[config.mk]
export PLATFORM = sky130hd
export DESIGN_NAME = watch_bcd2bin_flat
export DESIGN_NICKNAME = d
export VERILOG_FILES = /design/src/rtl/watch_bcd2bin_if.sv /design/src/rtl/watch_bcd2bin.sv /design/src/flat_wrapper.sv
export SDC_FILE = /design/constraint.sdc
export NUM_CORES = 1
export LEC_CHECK = 0
export CAP_MARGIN = 10
export CORE_UTILIZATION = 48
export DETAILED_ROUTE_END_ITERATION = 10
export PLACE_DENSITY = 0.75
export SYNTH_ARGS = -nofsm -noshare
export SYNTH_HDL_FRONTEND = slang
export SYNTH_SLANG_ARGS = --single-unit
[constraint.sdc]
create_clock -name clock -period 1.6 [get_ports clock]
set_clock_uncertainty 0.1 [all_clocks]
set_input_delay 0.24 -clock clock [delete_from_list [all_inputs] [get_ports clock]]
set_output_delay 0.24 -clock clock [all_outputs]
set_load 0.05 [all_outputs]
[src/rtl/watch_bcd2bin_if.sv]
// Handshake and data bundle between the watch control block and the
// BCD-to-binary converter.
interface watch_bcd2bin_if;
   logic        start;
   logic [23:0] bcd_in;
   logic        busy;
   logic        done;
   logic        error;
   logic [17:0] time_data;

   // Requester side: issues start/bcd_in, observes status and result.
   modport master (
      output start, bcd_in,
      input  busy, done, error, time_data
   );

   // Converter side.
   modport slave (
      input  start, bcd_in,
      output busy, done, error, time_data
   );
endinterface

[src/rtl/watch_bcd2bin.sv]
// Sequential BCD-to-binary converter for hh:mm:ss. The three fields are
// converted in parallel by a 7-step reverse double-dabble, range-checked,
// and the packed {hour, minute, second} word is released on success.
module watch_bcd2bin #(
   parameter int unsigned HOUR_MAX = 23
) (
   input  logic            clock,
   input  logic            reset,
   watch_bcd2bin_if.slave  bus
);

   typedef enum logic [1:0] {IDLE, CONV, CHECK} state_t;

   localparam logic [6:0] HOUR_LIM = 7'(HOUR_MAX);
   localparam logic [6:0] MS_LIM   = 7'd59;

   state_t          state, state_nxt;
   logic            load, step, check;
   logic [2:0]      cnt;
   logic [2:0][7:0] bcd;     // [2]=hour, [1]=minute, [0]=second
   logic [2:0][6:0] bin;
   logic            nib_ok;
   logic            result_ok;

   // One reverse double-dabble step on a {bcd, bin} pair: shift right one
   // bit, then pull any nibble that reached 8 or more back down by 3.
   function automatic logic [14:0] dabble(input logic [14:0] v);
      logic [7:0] b;
      logic [6:0] n;
      {b, n} = {1'b0, v[14:1]};
      if (b[7:4] >= 4'd8) b[7:4] = b[7:4] - 4'd3;
      if (b[3:0] >= 4'd8) b[3:0] = b[3:0] - 4'd3;
      return {b, n};
   endfunction

   // True when every nibble of the raw input is a decimal digit.
   function automatic logic digits_ok(input logic [23:0] v);
      logic ok;
      ok = 1'b1;
      for (int i = 0; i < 6; i++)
         if (v[i*4 +: 4] > 4'd9) ok = 1'b0;
      return ok;
   endfunction

   assign result_ok = nib_ok && (bin[2] <= HOUR_LIM) &&
                      (bin[1] <= MS_LIM) && (bin[0] <= MS_LIM);

   // State register.
   always_ff @(posedge clock or negedge reset) begin
      if (!reset) state <= IDLE;
      else        state <= state_nxt;
   end

   // Next-state and per-cycle control strobes.
   always_comb begin
      state_nxt = state;
      load      = 1'b0;
      step      = 1'b0;
      check     = 1'b0;
      case (state)
         IDLE: begin
            if (bus.start) begin
               load      = 1'b1;
               state_nxt = CONV;
            end
         end
         CONV: begin
            step = 1'b1;
            if (cnt == 3'd6) state_nxt = CHECK;
         end
         CHECK: begin
            check     = 1'b1;
            state_nxt = IDLE;
         end
         default: state_nxt = IDLE;
      endcase
   end

   // Datapath and registered outputs; result/error move only on CHECK.
   always_ff @(posedge clock or negedge reset) begin
      if (!reset) begin
         cnt           <= '0;
         bcd           <= '0;
         bin           <= '0;
         nib_ok        <= 1'b0;
         bus.busy      <= 1'b0;
         bus.done      <= 1'b0;
         bus.error     <= 1'b0;
         bus.time_data <= '0;
      end else begin
         bus.busy <= (state_nxt != IDLE);
         bus.done <= check;
         if (load) begin
            bcd    <= {bus.bcd_in[23:16], bus.bcd_in[15:8], bus.bcd_in[7:0]};
            bin    <= '0;
            cnt    <= '0;
            nib_ok <= digits_ok(bus.bcd_in);
         end
         if (step) begin
            for (int i = 0; i < 3; i++)
               {bcd[i], bin[i]} <= dabble({bcd[i], bin[i]});
            cnt <= cnt + 3'd1;
         end
         if (check) begin
            if (result_ok) begin
               bus.time_data <= {bin[2][5:0], bin[1][5:0], bin[0][5:0]};
               bus.error     <= 1'b0;
            end else begin
               bus.error     <= 1'b1;
            end
         end
      end
   end

endmodule

[src/flat_wrapper.sv]
// flat-port wrapper written by rule: the top's interface ports become plain ports
module watch_bcd2bin_flat 
#(
   parameter int unsigned HOUR_MAX = 23
)
  (clock, reset, bus_start, bus_bcd_in, bus_busy, bus_done, bus_error, bus_time_data);
  watch_bcd2bin_if bus_i ();
  input  logic clock;
  input  logic reset;
  input wire logic [$bits(bus_i.start)-1:0] bus_start;
  input wire logic [$bits(bus_i.bcd_in)-1:0] bus_bcd_in;
  output wire logic [$bits(bus_i.busy)-1:0] bus_busy;
  output wire logic [$bits(bus_i.done)-1:0] bus_done;
  output wire logic [$bits(bus_i.error)-1:0] bus_error;
  output wire logic [$bits(bus_i.time_data)-1:0] bus_time_data;
  assign bus_i.start = bus_start;
  assign bus_i.bcd_in = bus_bcd_in;
  assign bus_busy = bus_i.busy;
  assign bus_done = bus_i.done;
  assign bus_error = bus_i.error;
  assign bus_time_data = bus_i.time_data;
  watch_bcd2bin #(.HOUR_MAX(HOUR_MAX)) u_core (.clock(clock), .reset(reset), .bus(bus_i));
endmodule
==> results of run 1 <==
[cell families (layout without fill, tap and decap cells)]
group,after synthesis,after routing
compound gates,77,77
flops,72,72
simple gates,59,59
mux,25,25
buf+inv,23,101
fa+ha+maj,8,8
xor+xnor,6,6
[timing repair]
action | CTS | global route
endpoints found under the hold margin | 15 | 0
gates resized for setup | 0 | 2
setup buffers | 2 | 0
hold buffers | 1 | 0
pin swaps | 1 | 1
endpoints found under the setup margin | 3 | 10
[synthesized netlist by cell type]
library cell | count | area, um^2
a211o_1 | 3 | 26.3
a21oi_1 | 12 | 60.1
a22o_1 | 24 | 210
a22oi_1 | 4 | 30.0
a31oi_1 | 1 | 6.26
and2b_1 | 1 | 7.51
and3_1 | 1 | 6.26
and4_1 | 1 | 8.76
buf_2 | 6 | 30.0
buf_4 | 1 | 7.51
buf_6 | 2 | 22.5
clkbuf_1 | 5 | 18.8
dfrtp_1 | 72 | 1800
ha_1 | 8 | 100
inv_1 | 9 | 33.8
mux2_1 | 15 | 169
mux2_2 | 2 | 22.5
mux2i_1 | 8 | 80.1
nand2_1 | 22 | 82.6
nand2b_1 | 1 | 6.26
nand3_2 | 1 | 10.0
nand4_1 | 3 | 18.8
nand4_2 | 1 | 12.5
nor2_1 | 17 | 63.8
nor2_8 | 1 | 20.0
nor2b_1 | 9 | 56.3
nor2b_4 | 1 | 13.8
o21ai_0 | 21 | 105
o21ai_1 | 8 | 40.0
o21bai_2 | 1 | 11.3
o22a_1 | 3 | 26.3
xnor2_1 | 6 | 52.6
[area by class of cell]
cell class                 count  area [um^2]
clock buffer                  10          128
clock inverter                 6         45.0
fill                         493         2150
inverter                       9         33.8
multi-input combinational    175         1260
sequential                    72         1800
tap                           77         96.3
timing repair buffer          76          837
[power groups by stage]
stage	Clock (mW)	Sequential [mW]	Combinational, mW
floorplan	0	2.83	1.51
global placement	0	2.78	2.44
detailed placement	0	2.81	2.51
CTS	1.30	2.78	2.52
global route	1.39	2.85	2.80
finish	1.26	2.78	2.51
[per-layer routing]
metal	GRT usage (%)	vias to the layer above
met5	0	-
met1	28.8	1118
met2	31.9	46
li1	-	1102
met3	4.27	9
met4	10.2	0
[flip-flops by register name, summed over array words and instances (netlist names)]
| name | flops |
|---|---|
| u_core.bcd | 24 |
| u_core.bin | 21 |
| u_core.bus.time_data | 18 |
| u_core.cnt | 3 |
| u_core.state | 2 |
| u_core.bus.busy | 1 |
| u_core.bus.done | 1 |
| u_core.bus.error | 1 |
| u_core.nib_ok | 1 |
[path summary, 6_finish.rpt]
kind                       slack (ns)               startpoint                  endpoint
hold / removal                   0.27                    reset           u_core.bus.busy
setup reg to reg                 0.07          u_core.state[0]  u_core.bus.time_data[10]
setup / recovery                 0.07          u_core.state[0]  u_core.bus.time_data[10]
min in group clock               0.39  u_core.bus.time_data[9]   u_core.bus.time_data[9]
hold reg to reg                  0.39  u_core.bus.time_data[9]   u_core.bus.time_data[9]
max in group asynchronous        0.58                    reset   u_core.bus.time_data[0]
[metrics by stage]
step | std cells | hold slack (ns) | TNS (ns) | area, um^2
after floorplan | 270 | -0.156 | 0 | 3160
after global placement | 406 | 0.116 | 0 | 3970
after global routing | 425 | 0.311 | 0 | 4200
final | 425 | 0.273 | 0 | 4200
after detailed placement | 406 | 0.121 | -0.0561 | 3970
after CTS | 425 | 0.283 | 0 | 4190
[worst max-delay path: stages, from the launching register on]
cell	delay (ns)
dfrtp_1	0.43
nor2b_4	0.15
nand3_2	0.12
nor2_8	0.16
buf_12	0.14
mux2_1	0.32
==> run_results.csv, run 1 <==
group,metric,value,unit
global_route,grt_use_total,21.0,%
global_route,grt_first_pass_wirelength,11200,um
critical_path,cp_max_fo,9,
layout,layout_commonest_cell,"dfrtp_1",
synthesis,syn_nets,305,
synthesis,synthXorXnorAreaFrac,1.66,%
synthesis,synth_compound_area_share,16.3,%
floorplan,ios,48,
cts,clock_sinks,72,
timing,timing.final.crit_share,95.5,%
layout,final_nets,378,
floorplan,die_x,83.1,um
worst_hold_path,holdCritPathClass,"in2async",
synthesis,synth_mux_area_share,8.59,%
layout,area_delta_synth_final,32.9,%
pwr,p_leak,2.05,nW
pwr,power,6.55,mW
critical_path,critPathArrivalTime,1.66,ns
pwr,powerDensity,1560,mW/mm^2
drt,met3_length,197,um
drt,drc,0,
synthesis,yosysUniqueCellTypes,32,
timing,period_needed,1.53,ns
timing,fmax,654,MHz
synthesis,synth-seq-area-share,57.0,%
timing,setup_slack,0.0714,ns
pwr,clkPwrFrac,19.2,%
pwr,power.internal,4.18,mW
drt,ant_nets,0,
pwr,combPwrFrac,38.3,%
synthesis,syn_inst,270,
floorplan,initial_core_util,49.8,%
floorplan,fp.dieH,83.1,um
timing,drv_slew,0,
cts,htree_levels,3,
timing,hold_viol_final,0,
global_route,antenna_found_initial,0,
synthesis,mappedNetlistArea,0.00316,mm^2
timing,worstMarginPinSlew,0.469,ns
pwr,switching_share,36.2,%
cts,clk_pin_slew,0.08,ns
layout,final_cell_mix,"dfrtp_1, buf_4, clkdlybuf4s50_1",
synthesis,syn_avg_cell_area,11.7,um^2
cts,clk_latency,0.35,ns
layout,drive_gt1_share,21.3,%
timing,setup_viol,0,
drt,num_vias,2275,
pwr,ir_worst_vdd,0.00115,V
placement,hpwl,4590,um
synthesis,synth_top_family_by_area,"compound AO/OA/AOI/OAI gates",
outcome,status,"complete, no violations",
critical_path,end_kind,"flop",
critical_path,crit_required,1.73,ns
drt,top_layer,"met4",
global_route,grt_max_degree,36,
pwr,power.net_switching,2.37,mW
layout,final_util,66.1,%
critical_path,startpoint_type,"flop",
cts,cts_tree,"done",
pwr,pwr-share-seq,42.5,%
synthesis,synthAdderAreaFrac,3.17,%
drt,drtIter0Drc,138,
drt,routedLengthMet1,2960,um
placement,dp_slack,-0.0159,ns
drt,routed_via_density,5.35,
flow_run,cap_violations,0,
drt,wl_per_cell,15.0,um
placement,place_congestion,0.797,
synthesis,ys_seq_elements,72,
placement,io_buffers,47,
critical_path,crit_type,"reg2reg",
critical_path,reg2reg_depth,5,
floorplan,core,0.00635,mm^2
global_route,grt_pass1_vias,2308,
drt,drt-total-wl,6380,um
global_route,grt-ovfl-total,0,
cts,numCtsBuffers,9,
drt,drtPass1Iterations,4,
drt,wl_met2,3130,um
cts,cts_buffer_depth,2,
floorplan,dieArea,0.00691,mm^2
synthesis,yosys_warnings,0,
layout,diodes,0,
timing,rsz0062_at_grt,"no",
cts,cts_root_buffer,"clkbuf_8",
synthesis,yosys.area_share.simple,9.70,%
timing,slew_headroom,68.7,%
floorplan,num_rows,29,
Note: power is estimated with default switching activity, not from simulation.
==> run 2: changes to the inputs <==
--- a/config.mk
+++ b/config.mk
@@ -9,6 +9,7 @@
 export CORE_UTILIZATION = 48
 export DETAILED_ROUTE_END_ITERATION = 10
 export PLACE_DENSITY = 0.75
+export SETUP_SLACK_MARGIN = 0.3
 export SYNTH_ARGS = -nofsm -noshare
 export SYNTH_HDL_FRONTEND = slang
 export SYNTH_SLANG_ARGS = --single-unit
==> run 2 against run 1 <==
Against the previous run:
- the run now ends with setup timing left
- clock power grew 9.5%
- die area did not move
- count of clock-buffer cells in the layout is the same
- power grew 26%
- global-route usage rose by 4.1 points
- via count grew 17%
- combinational power is 58% higher
- critical path type unchanged
- critical endpoint is now u_core.bcd[19]
- highest routed layer unchanged
==> run_results.csv, run 2 (synthesis results as in run 1) <==
group,metric,value,unit
cts,clk_latency,0.35,ns
layout,finalInstanceArea,0.00494,mm^2
floorplan,initial_core_util,49.8,%
cts,cts_buffer_depth,2,
pwr,pwr-share-seq,35.3,%
placement,place_area,0.00406,mm^2
pwr,combPwrFrac,48.0,%
timing,setup_viol,14,
drt,drc,0,
placement,dp_slack,-0.0249,ns
critical_path,max_stage_delay,0.45,ns
outcome,status,"finished, violations left",
critical_path,crit_family,"compound AO/OA/AOI/OAI gates",
floorplan,num_rows,29,
layout,largest_reg_flops,24,
layout,top_register,"u_core.bcd",
timing,timing.final.crit_share,102,%
drt,drtIter0Drc,235,
timing,rsz0062_at_grt,"yes",
global_route,antenna_found_initial,0,
critical_path,reg2reg_depth,5,
outcome,violations,"setup timing",
critical_path,cp_cell_sequence,"buf_12 -> o21bai_4 -> buf_6 -> a21oi_2 -> o22a_1",
placement,hpwl,4690,um
worst_hold_path,holdCritPathClass,"in2async",
drt,routed_via_density,5.85,
pwr,p_leak,2.38,nW
cts,cts_root_buffer,"clkbuf_8",
critical_path,path_depth,5,
placement,place_congestion,0.875,
layout,final_nets,408,
critical_path,end_kind,"flop",
timing,period_needed,1.63,ns
layout,fillers,338,
timing,fmax,613,MHz
critical_path,cp_max_fo,8,
layout,final_cell_mix,"dfrtp_1, buf_4, clkdlybuf4s50_1",
timing,slew_headroom,70.3,%
flow_run,cap_violations,0,
layout,area_delta_synth_final,56.3,%
cts,numCtsBuffers,9,
global_route,grt_use_total,25.1,%
cts,clk_pin_slew,0.08,ns
pwr,power.internal,5.18,mW
timing,drv_slew,0,
critical_path,cp_num_buf_inv,2,
timing,setup_slack,-0.0311,ns
global_route,grt_max_degree,43,
layout,diodes,0,
floorplan,core,0.00635,mm^2
layout,seqCellArea,0.00180,mm^2
pwr,clkPwrFrac,16.7,%
pwr,powerDensity,1670,mW/mm^2
cts,clock_sinks,72,
floorplan,dieArea,0.00691,mm^2
cts,htree_levels,3,
global_route,grt_first_pass_wirelength,13400,um
global_route,grt-ovfl-total,0,
floorplan,ios,48,
pwr,power,8.26,mW
floorplan,fp.dieH,83.1,um
placement,io_buffers,47,
layout,layout_commonest_cell,"dfrtp_1",
pwr,power.net_switching,3.08,mW
drt,num_vias,2652,
timing,hold_viol_final,0,
global_route,grt_pass1_vias,2674,
floorplan,die_x,83.1,um
layout,drive_gt1_share,42.6,%
pwr,ir_worst_vdd,0.00109,V
critical_path,crit_type,"reg2reg",
layout,multi_input_area,0.00151,mm^2
critical_path,critPathArrivalTime,1.77,ns
timing,worstMarginPinSlew,0.445,ns
drt,drt-total-wl,9190,um
drt,wl_per_cell,20.3,um
pwr,switching_share,37.3,%
drt,drtPass1Iterations,4,
drt,ant_nets,0,
critical_path,crit_required,1.74,ns
critical_path,crit_slowest_cell,"dfrtp_2",
cts,cts_tree,"done",
critical_path,startpoint_type,"flop",
layout,reg.largest.list,"u_core.bcd x24, u_core.bin x21, u_core.bus.time_data x18",
## run 2: cell count changes in the layout (fill, tap and decap cells not counted), moves of 12 or more
cell and change:
nand2_1 -12, mux2_4 +17, o21ai_2 +13, buf_6 +16, o21ai_0 -14, mux2_1 -15
## run 2: metal layers
metal  GRT usage, %  vias up  wire, um
met5              0        -         0
met4           14.3        0       290
met3           5.27       31       505
met2           40.5      108      4690
met1           31.3     1353      3710
li1               -     1160         -
## run 2: final cells by class
cell class / count / share of cell area [%]
inverters: 9 / 0.785
well taps: 77 / 1.95
multi-input cells: 175 / 30.5
clock inverters: 4 / 0.963
repair buffers: 106 / 26.7
flip-flops and latches: 72 / 36.5
clock buffers: 10 / 2.58
## run 2: path summary, 6_finish.rpt
kind,from,to,slack [ns]
max reg2reg,u_core.state[0],u_core.bcd[19],-0.03
min,reset,u_core.cnt[2],0.26
max in group asynchronous,reset,u_core.bcd[9],0.54
min in group clock,u_core.bcd[0],u_core.bcd[0],0.40
max,u_core.state[0],u_core.bcd[19],-0.03
min reg2reg,u_core.bcd[0],u_core.bcd[0],0.40
## run 2: what timing repair did
| item | CTS | global route |
|---|---|---|
| gates cloned | 6 | 1 |
| resized for setup | 47 | 55 |
| hold endpoints to repair | 15 | 0 |
| setup buffers | 22 | 5 |
| pin swaps | 32 | 16 |
| hold buffers | 1 | 0 |
| endpoints found under the setup margin | 69 | 72 |
## run 2: power by group through the flow
| stage | Sequential, mW | Clock, mW | Combinational [mW] |
|---|---|---|---|
| after floorplan | 2.84 | 0 | 1.57 |
| after global placement | 2.79 | 0 | 2.43 |
| after detailed placement | 2.81 | 0 | 2.51 |
| after CTS | 2.79 | 1.37 | 3.45 |
| after global routing | 2.97 | 1.46 | 4.26 |
| final | 2.92 | 1.38 | 3.96 |
## run 2: stage by stage
stage,utilization (%),hold slack [ns],TNS (ns),cells
final,77.8,0.262,-0.190,453
after global routing,77.8,0.325,-1.10,453
after CTS,74.0,0.267,0,447
after detailed placement,64.0,0.0965,-0.0253,404
after global placement,64.0,0.0953,0,404
after floorplan,-,-0.156,0,270
## run 2: worst register-to-register path, delay by kind of cell, from the launching register on
family          cells  cell delay (ns)
compound gates      3             0.60
flops               1             0.45
buf+inv             2             0.37
